File: src/rtl/program_loader.sv
// Boot loader: frames a byte stream into big-endian words, writes them to instruction memory,
// then releases the processor from reset. Define LOADER_CHECKSUM_EN to add a trailing XOR byte.
module program_loader #(
    parameter int unsigned ADDR_WIDTH = 8,
    parameter logic [7:0]  SYNC_BYTE  = 8'hA5
) (
    input  logic        clk,
    input  logic        reset,
    input  logic        rx_valid,
    input  logic [7:0]  rx_byte,
    output logic        rx_ready,
    input  logic        restart,
    output logic        imem_we,
    output logic [31:0] imem_addr,
    output logic [31:0] imem_wdata,
    output logic        cpu_reset,
    output logic        load_done,
    output logic        error
);

    // One extra bit so a full-depth image (count == DEPTH) can be counted without wrapping.
    localparam int unsigned CntWidth = ADDR_WIDTH + 1;
    localparam logic [16:0] Depth    = 17'd1 << ADDR_WIDTH;

    typedef enum logic [2:0] {
        StIdle,
        StLenHi,
        StLenLo,
        StData,
        StDone,
        StErr
`ifdef LOADER_CHECKSUM_EN
        , StCsum
`endif
    } state_e;

`ifdef LOADER_CHECKSUM_EN
    localparam state_e StAfterData = StCsum;
`else
    localparam state_e StAfterData = StDone;
`endif

    state_e                state_q, state_d;
    logic [15:0]           len_q, len_d;
    logic [1:0]            byte_cnt_q, byte_cnt_d;
    logic [CntWidth-1:0]   word_cnt_q, word_cnt_d;
    logic [23:0]           asm_q, asm_d;
    logic                  we_q, we_d;
    logic [31:0]           addr_q, addr_d;
    logic [31:0]           wdata_q, wdata_d;
    logic                  cpu_reset_q, cpu_reset_d;
    logic                  load_done_q, load_done_d;
`ifdef LOADER_CHECKSUM_EN
    logic [7:0]            csum_q, csum_d;
`endif

    logic                  accept;
    logic [15:0]           len_full;
    logic [CntWidth-1:0]   word_next;
    logic [16:0]           word_next_ext;
    logic                  last_word;

    always_comb begin
        rx_ready = 1'b0;
        unique case (state_q)
            StIdle, StLenHi, StLenLo, StData: rx_ready = 1'b1;
`ifdef LOADER_CHECKSUM_EN
            StCsum: rx_ready = 1'b1;
`endif
            default: rx_ready = 1'b0;
        endcase
    end

    assign accept        = rx_valid && rx_ready;
    assign len_full      = {len_q[15:8], rx_byte};
    assign word_next     = word_cnt_q + 1'b1;
    assign word_next_ext = 17'(word_next);
    assign last_word     = (word_next_ext == {1'b0, len_q});

    always_comb begin
        state_d     = state_q;
        len_d       = len_q;
        byte_cnt_d  = byte_cnt_q;
        word_cnt_d  = word_cnt_q;
        asm_d       = asm_q;
        we_d        = 1'b0;
        addr_d      = addr_q;
        wdata_d     = wdata_q;
        cpu_reset_d = cpu_reset_q;
        load_done_d = load_done_q;
`ifdef LOADER_CHECKSUM_EN
        csum_d      = csum_q;
`endif

        if (restart) begin
            // Abort wins over any byte presented in the same cycle; partial word is dropped.
            state_d     = StIdle;
            len_d       = '0;
            byte_cnt_d  = '0;
            word_cnt_d  = '0;
            asm_d       = '0;
            cpu_reset_d = 1'b1;
            load_done_d = 1'b0;
`ifdef LOADER_CHECKSUM_EN
            csum_d      = '0;
`endif
        end else begin
            unique case (state_q)
                StIdle: begin
                    if (accept && (rx_byte == SYNC_BYTE)) begin
                        state_d = StLenHi;
                    end
                end
                StLenHi: begin
                    if (accept) begin
                        len_d[15:8] = rx_byte;
                        state_d     = StLenLo;
                    end
                end
                StLenLo: begin
                    if (accept) begin
                        len_d = len_full;
                        if (len_full == 16'd0) begin
                            state_d = StAfterData;
                        end else if ({1'b0, len_full} > Depth) begin
                            state_d = StErr;
                        end else begin
                            state_d = StData;
                        end
                    end
                end
                StData: begin
                    if (accept) begin
`ifdef LOADER_CHECKSUM_EN
                        csum_d = csum_q ^ rx_byte;
`endif
                        asm_d      = {asm_q[15:0], rx_byte};
                        byte_cnt_d = byte_cnt_q + 2'd1;
                        if (byte_cnt_q == 2'd3) begin
                            we_d       = 1'b1;
                            wdata_d    = {asm_q, rx_byte};
                            addr_d     = 32'({word_cnt_q[ADDR_WIDTH-1:0], 2'b00});
                            word_cnt_d = word_next;
                            if (last_word) begin
                                state_d = StAfterData;
                            end
                        end
                    end
                end
`ifdef LOADER_CHECKSUM_EN
                StCsum: begin
                    if (accept) begin
                        state_d = (rx_byte == csum_q) ? StDone : StErr;
                    end
                end
`endif
                StDone: begin
                    // Registered release lands one cycle after the final write or checksum.
                    cpu_reset_d = 1'b0;
                    load_done_d = 1'b1;
                end
                StErr: begin
                    cpu_reset_d = 1'b1;
                end
                default: state_d = StIdle;
            endcase
        end
    end

    always_ff @(posedge clk or posedge reset) begin
        if (reset) begin
            state_q     <= StIdle;
            len_q       <= '0;
            byte_cnt_q  <= '0;
            word_cnt_q  <= '0;
            asm_q       <= '0;
            we_q        <= 1'b0;
            addr_q      <= '0;
            wdata_q     <= '0;
            cpu_reset_q <= 1'b1;
            load_done_q <= 1'b0;
`ifdef LOADER_CHECKSUM_EN
            csum_q      <= '0;
`endif
        end else begin
            state_q     <= state_d;
            len_q       <= len_d;
            byte_cnt_q  <= byte_cnt_d;
            word_cnt_q  <= word_cnt_d;
            asm_q       <= asm_d;
            we_q        <= we_d;
            addr_q      <= addr_d;
            wdata_q     <= wdata_d;
            cpu_reset_q <= cpu_reset_d;
            load_done_q <= load_done_d;
`ifdef LOADER_CHECKSUM_EN
            csum_q      <= csum_d;
`endif
        end
    end

    assign imem_we    = we_q;
    assign imem_addr  = addr_q;
    assign imem_wdata = wdata_q;
    assign cpu_reset  = cpu_reset_q;
    assign load_done  = load_done_q;
    assign error      = (state_q == StErr);

endmodule

File: config.mk
export PLATFORM = sky130hd
export DESIGN_NAME = program_loader
export DESIGN_NICKNAME = d
export VERILOG_FILES = /design/src/rtl/program_loader.sv
export SDC_FILE = /design/constraint.sdc
export NUM_CORES = 1
export LEC_CHECK = 0
export ABC_CLOCK_PERIOD_IN_PS = 8630
export BUFFER_PORTS_ARGS = -buffer_cell sky130_fd_sc_hd__buf_2
export CAP_MARGIN = 20
export CORE_ASPECT_RATIO = 2
export CORE_MARGIN = 10
export CORE_UTILIZATION = 50
export DETAILED_ROUTE_END_ITERATION = 7
export GPL_ROUTABILITY_DRIVEN = 0
export PLACE_DENSITY_LB_ADDON = 0.3
export SLEW_MARGIN = 20
export SYNTH_ARGS = -nofsm -noshare
export SYNTH_HDL_FRONTEND = slang
export SYNTH_SLANG_ARGS = --single-unit
File: constraint.sdc
create_clock -name clk -period 8.63 [get_ports clk]
set_input_delay 0.863 -clock clk [delete_from_list [all_inputs] [get_ports clk]]
set_output_delay 0.863 -clock clk [all_outputs]
set_load 0.05 [all_outputs]
==> metrics.txt, run 1 <==
Post-Syn Area 0.00445 mm^2; DRC marker count from the first detailed-route iteration 228; post-CTS resize count 0; power per cell area 202 mW/mm^2; setup slack of the critical path after layout 5890 ps; Tcrit/Tclk final 31.7%; Vias per Instance ~5.4; DR WL/cell around 16 um; DP Area 0.00468 mm^2; Setup Crit Path Kind in2reg; Worst Setup Slack post-DPL ~5500 ps; area growth from synthesis to layout 11.5%; first-pass GRT wire length 16.4 mm; die area about 0.013 mm^2; critical path required time 8850 ps; crit-path max FO 49; Worst Max-Slew Pin Slew 862 ps; crit-path leading delay family buffers and inverters; CP max-delay cell buf_2; # IOs 81; Worst-path clk slew ~70 ps; Yosys cell types 49; Num CTS Buffers 9; Final min period 2740 ps; critical path, cell by cell buf_2 > nor2_1 > and4_1 > nand2_1 > buf_4 > nor2_1 > o21ai_0 > o21ai_0; YS warnings 0; Worst Path Arrival 2960 ps; drt pass-1 iters 4; vias in the first global route approximately 3400; aggregate global-route resource usage 15.3%; crit end category register; largest net degree at the start of global routing 64; DP Cell Count 617; commonest non-fill, non-tap cell in the layout nand2_1; DRC viols 0; HP Class reg2reg; RR Startpoint state_q[2]; Worst-Skew Late Latency about 350 ps; area of the core 0.00865 mm^2; status completed; Max Slew Vio Count 0; ys flop type dfrtp_1; post-CTS setup buffers 0; sequential share of the synthesized area 54.6%; CTS tree yes; Die Span Y approximately 150 um; Max stage delay on crit path 620 ps; Final Hold Fails 0; R2R cell count 5; Non-Filler Instances 633; syn_area_per_cell 9.19 um^2; hold_ws 469 ps; Antenna Cells 0; Num Clock Sinks 97; EDFF count, synth 0; TNS Setup 0 ps; WHS Path Cells 2; Max Fclk around 0.37 GHz; layout cells sized above 1 between 10% and 20%; leakage 2.55 nW; I/O Buffers 56; Initial Util 51.4%; Post-DP HPWL 7.01 mm; Seq cells post-synth 97; # setup viols final 0; Slew HR 42.2%; ANT nets after route 0; final wirelength 10.0 mm; fin util a little under three fifths; R2R Setup Slk 6360 ps; post-route cell area approximately 0.005 mm^2; initial antenna violation count 0; RSZ-0062 raised after global routing no; ys async rst share between 90% and 100%; clock tree buffer depth 2; nets roughly 540; DIE WIDTH 86.7 um; Bufs and invs on worst path 2; Clock H-tree levels 3; Worst setup SP type primary input; CTS Hold Buffers Added 0; GRT overflow 0; Cells after Synth approximately 480; leading cell types in the layout, fill and taps excluded 174 x nand2_1, 96 x dfrtp_1, 56 x buf_2; total power 1.00 mW; worst vdd ir around 140 uV; via count 3416; root buffer cell clkbuf_16; clock skew about 6.6 ps; Crit Reg-Reg Endpoint word_cnt_q[7]; hold endpoint imem_addr[4]; site row count 48; hold wc startpoint imem_addr[4]; # Max-Cap Violations 0
## synthesized netlist by cell type (2+ instances only)
library cell | number | area, um^2
nand2_1 | 174 | 653
dfrtp_1 | 96 | 2400
nor2_1 | 33 | 124
buf_4 | 25 | 188
a21oi_1 | 20 | 100
mux2i_1 | 16 | 160
o21ai_0 | 14 | 70.1
clkbuf_1 | 11 | 41.3
nor3_1 | 11 | 55.1
a22o_1 | 7 | 61.3
buf_2 | 7 | 35.0
xnor2_1 | 6 | 52.6
buf_1 | 5 | 18.8
inv_1 | 4 | 15.0
nand3_1 | 4 | 20.0
nor4_1 | 4 | 25.0
xor2_1 | 4 | 35.0
nand2b_1 | 3 | 18.8
o21a_1 | 3 | 22.5
o21ai_1 | 3 | 15.0
and3_1 | 2 | 12.5
ha_1 | 2 | 25.0
nand3_2 | 2 | 20.0
o31ai_1 | 2 | 15.0
or4_1 | 2 | 15.0
## worst register-to-register path, cell delays in order (launching register included)
cell and delay, ps:
dfrtp_1 460, nor2b_1 250, and3_1 670, a21oi_1 390, o21ai_0 260, o21ai_0 100
## worst max-delay path by stage
| stage | to | depth (start not counted) | start |
|---|---|---|---|
| floorplan | asm_q[0] | 1 | reset |
| global placement | word_cnt_q[5] | 8 | restart |
| detailed placement | word_cnt_q[5] | 8 | restart |
| CTS | word_cnt_q[5] | 8 | restart |
| global route | word_cnt_q[5] | 8 | restart |
| finish | word_cnt_q[5] | 8 | restart |
## report_power, final
part           switching [mW]  internal (mW)
Sequential             0.0200          0.469
Combinational          0.0942         0.0353
Clock                   0.183          0.200
Total                   0.297          0.704
## layer usage
metal / vias up / track usage, % / wire length [um]
met3: 22 / 4.79 / 798
met2: 120 / 24.9 / 5000
met1: 1643 / 17.2 / 3900
met5: - / 0 / 0
li1: 1631 / - / -
met4: 0 / 7.91 / 335
## cells by family (layout without fill, tap and decap cells)
group	Yosys count	after routing	share of synthesized area, %
fa+ha+maj	2	2	0.562
xor+xnor	10	10	1.97
compound gates	60	60	9.14
mux	18	18	4.16
other cells	1	24	0.0843
flops	97	97	54.6
simple gates	243	243	22.7
buf+inv	53	79	6.78
## final cells by class
cell class / count / area [um^2]
tap: 100 / 125
multi-input combinational: 357 / 1810
sequential: 97 / 2430
clock buffer: 9 / 225
inverter: 5 / 21.3
clock inverter: 7 / 61.3
fill: 776 / 3690
timing repair buffer: 58 / 295
## state kept, by name, summed over array words and instances (netlist names)
signal      cells
asm_q          24
imem_wdata     32
imem_addr       8
len_q          16
state_q         3
load_done       1
imem_we         1
word_cnt_q      9
cpu_reset       1
byte_cnt_q      2
(Power assumes the default switching activity.)
==> run 2: changes to the inputs <==
--- a/config.mk
+++ b/config.mk
@@ -5,7 +5,8 @@
 export SDC_FILE = /design/constraint.sdc
 export NUM_CORES = 1
 export LEC_CHECK = 0
-export ABC_CLOCK_PERIOD_IN_PS = 8630
+export ABC_AREA = 1
+export ABC_CLOCK_PERIOD_IN_PS = 2700
 export BUFFER_PORTS_ARGS = -buffer_cell sky130_fd_sc_hd__buf_2
 export CAP_MARGIN = 20
 export CORE_ASPECT_RATIO = 2
==> constraint.sdc (replaced) <==
create_clock -name clk -period 2.7 [get_ports clk]
set_input_delay 0.27 -clock clk [delete_from_list [all_inputs] [get_ports clk]]
set_output_delay 0.27 -clock clk [all_outputs]
set_load 0.05 [all_outputs]
==> run 2 against run 1 <==
Effect of this change:
- clock-buffer cell count unchanged
- total power increased to 3.6 times the previous value
- register-to-register slack got worse by 5800 ps
- critical path depth increased by 1
- die area increased by 2.4%
- hold slack got worse by 300 ps
- combinational power increased to 4.4 times the previous value
- final area increased by 4.5%
- routed wire length increased by 7.7%
- sequential share of layout area decreased by 2.1 points
- sequential power increased to 3.3 times the previous value
- critical endpoint is now imem_wdata[18]
- largest cell class unchanged
==> metrics.txt, run 2 <==
leading cell types in the layout, fill and taps excluded 140 x nand2_1, 96 x dfrtp_1, 65 x inv_1; critical path required time 2970 ps; HP Class in2reg; crit-path leading delay family buffers and inverters; ys async rst share 100%; sequential share of the synthesized area 53.0%; Worst Path Arrival 2390 ps; RSZ-0062 raised after global routing no; Yosys cell types 37; Cells after Synth approximately 540; Num CTS Buffers 9; Max Fclk 0.470 GHz; Fillers approximately 790; TNS Setup 0 ps; Final min period 2130 ps; largest cells by area after synthesis dfrtp_1 52%, nand2_1 11%, inv_1 5.4%, nand3_1 4.2%, o21ai_0 4.2%; post-CTS resize count 0; syn_area_per_cell 8.50 um^2; CP max-delay cell inv_2; DR WL/cell 15.4 um; Final Hold Fails 0; EDFF count, synth 0; # Max-Cap Violations 0; Die Span Y 155 um; status completed; Bufs and invs on worst path 4; final wirelength roughly 11 mm; leakage between 2 and 3 nW; Post-Syn Area 0.00458 mm^2; worst vdd ir 502 uV; Worst-path clk slew 70 ps; Tcrit/Tclk final 78.8%; DP Area 0.00484 mm^2; DRC viols 0; layout cells sized above 1 18.2%; CP most frequent cell inv_2; clock skew 4.48 ps; Seq cells post-synth 97; die area 0.0136 mm^2; root buffer cell clkbuf_16; Clock H-tree levels 3; Num Clock Sinks 97; area growth from synthesis to layout 13.3%; nets 609; I/O Buffers between 50 and 60; Initial Util 51.2%; Yosys top cell by area dfrtp_1; Worst setup SP type register; via count 3658; post-CTS setup buffers 0; Max Slew Vio Count 0; largest net degree at the start of global routing 50; site row count 49; Worst-Skew Late Latency 340 ps; Antenna Cells 0; post-route cell area 0.00519 mm^2; area of the core ~0.009 mm^2; initial antenna violation count 0; Setup Crit Path Kind reg2reg; ANT nets after route 0; ys flop type dfrtp_1; crit-path max FO 39; critical path, cell by cell inv_4 > nand2_4 > inv_2 > nand3_2 > nor2_4 > inv_2 > buf_4 > nand2_1 > o21ai_1; Slew HR a little over half; top cell type's share of synthesized area around 52%; Max stage delay on crit path between 500 and 600 ps; Vias per Instance between 5 and 6; # setup viols final 0; Worst Max-Slew Pin Slew 675 ps; vias in the first global route around 3800; Post-DP HPWL 8.14 mm; crit end category register; first-pass GRT wire length 17.8 mm; DIE WIDTH 87.7 um; clock tree buffer depth 2; commonest non-fill, non-tap cell in the layout nand2_1; most frequent cell after synthesis nand2_1; max FFs per register 32; commonest cells in the synthesized netlist 140 x nand2_1, 96 x dfrtp_1, 66 x inv_1; # IOs 81; GRT overflow 0; aggregate global-route resource usage 16.4%; drt pass-1 iters 4; CTS tree yes; DRC marker count from the first detailed-route iteration about 240; YS warnings 0; power per cell area 689 mW/mm^2
run 2: cell count changes after synthesis, moves of 6 or more:
cell	delta
nand2_2	+6
o21ai_1	+26
a21oi_1	-17
nand2_1	-34
xnor2_1	-6
mux2i_1	-15
nand3_1	+34
o21ai_0	+24
a22o_1	-6
nor3_1	-11
inv_1	+62
clkbuf_1	-8
run 2: repair_timing:
item / CTS / global route
hold buffers: 1 / 0
hold endpoints to repair: 21 / 0
endpoints found under the setup margin: 0 / 0
run 2: logic make-up (layout without fill, tap and decap cells):
kind of cell | Yosys count | count (layout) | share of synthesized area (%)
other | 1 | 24 | 0.0819
buffers and inverters | 111 | 149 | 12.2
DFF | 97 | 97 | 53.0
adders and majority gates | 2 | 2 | 0.546
muxes | 2 | 2 | 0.464
AOI/OAI and AO/OA | 89 | 89 | 11.3
and+or+nand+nor | 237 | 237 | 22.4
run 2: area by class of cell:
class / instances / area (um^2) / share of cell area [%]
Sequential cell: 97 / 2430 / 46.8
Multi-Input combinational cell: 354 / 1680 / 32.4
Timing Repair Buffer: 63 / 348 / 6.71
Inverter: 70 / 269 / 5.19
Clock buffer: 9 / 225 / 4.34
Tap cell: 102 / 128 / 2.46
Clock inverter: 7 / 110 / 2.12
run 2: per-stage QoR:
stage | cells | total power, mW | worst slack [ps] | util [%] | hold WS (ps)
final | 702 | 3.57 | 573 | 58.0 | 171
after global routing | 702 | 3.72 | 362 | 58.0 | 180
after CTS | 702 | 3.59 | 589 | 58.0 | 153
after detailed placement | 685 | 2.17 | 602 | 54.1 | 339
after global placement | 685 | 2.15 | 702 | 54.1 | 339
after floorplan | 562 | 2.07 | 1110 | - | 388
run 2: where the power goes:
group          switching, mW  internal, mW  total, mW
Combinational          0.426         0.138      0.564
Clock                  0.585         0.835       1.42
Sequential            0.0661          1.52       1.59
run 2: per-layer routing:
metal	vias to the layer above	global-route usage, %	part of all wire (%)
met3	34	3.71	6.1
met5	-	0	0
li1	1779	-	-
met4	0	9.39	4.5
met2	128	27.2	50
met1	1717	18.4	39
run 2: final timing paths:
kind / slack, ps / endpoint / from / cells after the start
worst min-delay path: 170 / asm_q[3] / rx_byte[3] / 3
worst max register to register: 570 / imem_wdata[18] / state_q[2] / 9
min in group asynchronous: 520 / imem_wdata[19] / reset / 3
worst min register to register: 470 / imem_wdata[25] / imem_wdata[25] / 2
worst max-delay path: 570 / imem_wdata[18] / state_q[2] / 9
max in group asynchronous: 1430 / cpu_reset / reset / 4
run 2: worst register-to-register path, stage by stage, from the launching register on:
cell and delay [ps]:
dfrtp_1 470, inv_4 90, nand2_4 100, inv_2 70
nand3_2 110, nor2_4 40, inv_2 510, buf_4 470
nand2_1 90, o21ai_1 90
==> run 3: changes to the inputs <==
--- a/config.mk
+++ b/config.mk
@@ -6,7 +6,7 @@
 export NUM_CORES = 1
 export LEC_CHECK = 0
 export ABC_AREA = 1
-export ABC_CLOCK_PERIOD_IN_PS = 2700
+export ABC_CLOCK_PERIOD_IN_PS = 2080
 export BUFFER_PORTS_ARGS = -buffer_cell sky130_fd_sc_hd__buf_2
 export CAP_MARGIN = 20
 export CORE_ASPECT_RATIO = 2
==> constraint.sdc (replaced) <==
create_clock -name clk -period 2.08 [get_ports clk]
set_input_delay 0.208 -clock clk [delete_from_list [all_inputs] [get_ports clk]]
set_output_delay 0.208 -clock clk [all_outputs]
set_load 0.05 [all_outputs]
==> run 3 against run 2 <==
Effect of this change:
- final cell count is 0.14% higher
- register-to-register slack worse by 290 ps
- routed wire length is 0.96% lower
- utilization is 0.34 points lower
- non-clock buffer count is 2 higher
- die area stayed put
- first-iteration DRC count is 2.1% lower
- sequential share of layout area is 0.27 points higher
- clock-buffer cell count is 1 higher
- sequential power is 30% higher
- critical endpoint is now state_q[0]
- largest power group unchanged
==> metrics.txt, run 3 (synthesis results as in run 2) <==
die area 0.0136 mm^2; Num CTS Buffers 9; Vias per Instance 5.14; post-CTS resize count 0; power per cell area 863 mW/mm^2; first-pass GRT wire length 17.8 mm; DR WL/cell around 15 um; initial antenna violation count 0; CTS tree yes; DR top layer met4; Final min period 1800 ps; crit-path leading delay family simple AND/OR/NAND/NOR gates; Worst Max-Slew Pin Slew 560 ps; HP Class in2async; crit end category register; Initial Util between 50% and 60%; commonest non-fill, non-tap cell in the layout nand2_1; ANT nets after route 0; Antenna Cells 0; Worst setup SP type register; WL met3 just over 600 um; Die Span Y approximately 160 um; leakage 2.65 nW; largest net degree at the start of global routing 98; Pint 3.10 mW; RSZ-0062 raised after global routing no; Max stage delay on crit path roughly 420 ps; Bufs and invs on worst path 1; TNS Setup 0 ps; Worst-Skew Late Latency roughly 350 ps; Gate power share 16.4%; status completed; Reg power frac 46.3%; leading cell types in the layout, fill and taps excluded 140 x nand2_1, 96 x dfrtp_1, 65 x inv_1; Worst-path clk slew 70 ps; Worst Path Arrival 2080 ps; via count around 3600; site row count a little under 50; DIE WIDTH 87.7 um; DRC marker count from the first detailed-route iteration 233; max FFs per register 32; crit-path max FO 5; Non-Filler Instances 703; final wirelength around 11 mm; worst vdd ir roughly 470 uV; sw frac between 30% and 40%; wl on met1 4.23 mm; CTS Hold Buffers Added 0; DR WL met2 around 5.6 mm; # Max-Cap Violations 0; DRC viols 0; vias in the first global route ~3700; Tcrit/Tclk final between 80% and 90%; critical path required time around 2400 ps; layout cells sized above 1 18.3%; GRT overflow 0; aggregate global-route resource usage 16.3%; clock skew ~7 ps; post-CTS setup buffers 0; total power 4.45 mW; Setup Crit Path Kind reg2reg; hold_ws 1.48 ps; area growth from synthesis to layout 12.6%; Clock power frac 37.3%; Clock H-tree levels 3; CP max-delay cell dfrtp_1; Num Clock Sinks between 90 and 100; area of the core 0.00895 mm^2; root buffer cell clkbuf_16; clock tree buffer depth 2; nets approximately 600; I/O Buffers 56; P_sw around 1.4 mW; DP Cell Count 688; CP most frequent cell nand2_1; drt pass-1 iters 4; # setup viols final 0; Max Slew Vio Count 0; # IOs 81; Post-DP HPWL 7.96 mm; Max Fclk between 0.5 and 0.6 GHz; Slew HR a little over three fifths; critical path, cell by cell ha_1 > nand2_2 > nor2_4 > inv_1 > nand2_1 > nand2_1 > nand2_1 > nand2_1 > nor2_1 > nand3_2 > nand2_2 > nand2_1 > nand2_1; Final Hold Fails 0
==> run 3: path summary, 6_finish.rpt <==
check,startpoint,end,slack (ps),cells after the start
max reg2reg,word_cnt_q[1],state_q[0],280,13
min in group clk,rx_byte[3],asm_q[3],80,3
min,reset,imem_wdata[19],1,3
max in group asynchronous,reset,len_q[9],1700,3
max,word_cnt_q[1],state_q[0],280,13
min reg2reg,imem_wdata[24],imem_wdata[24],470,2
==> run 3: routing by layer <==
metal,vias up,track usage [%]
li1,1776,-
met1,1717,18.3
met2,101,28.2
met3,17,3.92
met4,0,7.02
met5,-,0
==> run 3: power by group through the flow <==
stage	Sequential, mW	Clock (mW)	Combinational [mW]
floorplan	2.09	0	0.592
global placement	2.09	0	0.710
detailed placement	2.09	0	0.726
CTS	2.06	1.69	0.732
global route	2.07	1.77	0.805
finish	2.06	1.66	0.728
==> run 3: stage by stage <==
| step | area, um^2 | utilization [%] | setup WS (ps) |
|---|---|---|---|
| after floorplan | 4670 | - | 490 |
| after global placement | 4860 | 54.3 | 301 |
| after detailed placement | 4860 | 54.3 | 275 |
| after CTS | 5160 | 57.6 | 260 |
| after global routing | 5160 | 57.6 | 58.9 |
| final | 5160 | 57.6 | 284 |
==> run 3: cell type report <==
class	count	area, um^2
clock inverter	5	63.8
multi-input combinational	354	1680
sequential	97	2430
clock buffer	10	229
tap	102	128
fill	795	3790
inverter	70	269
timing repair buffer	65	360
==> run 3: tightest hold or removal path: stages <==
cell and delay (ps):
buf_2 110, clkinvlp_4 70, buf_12 400
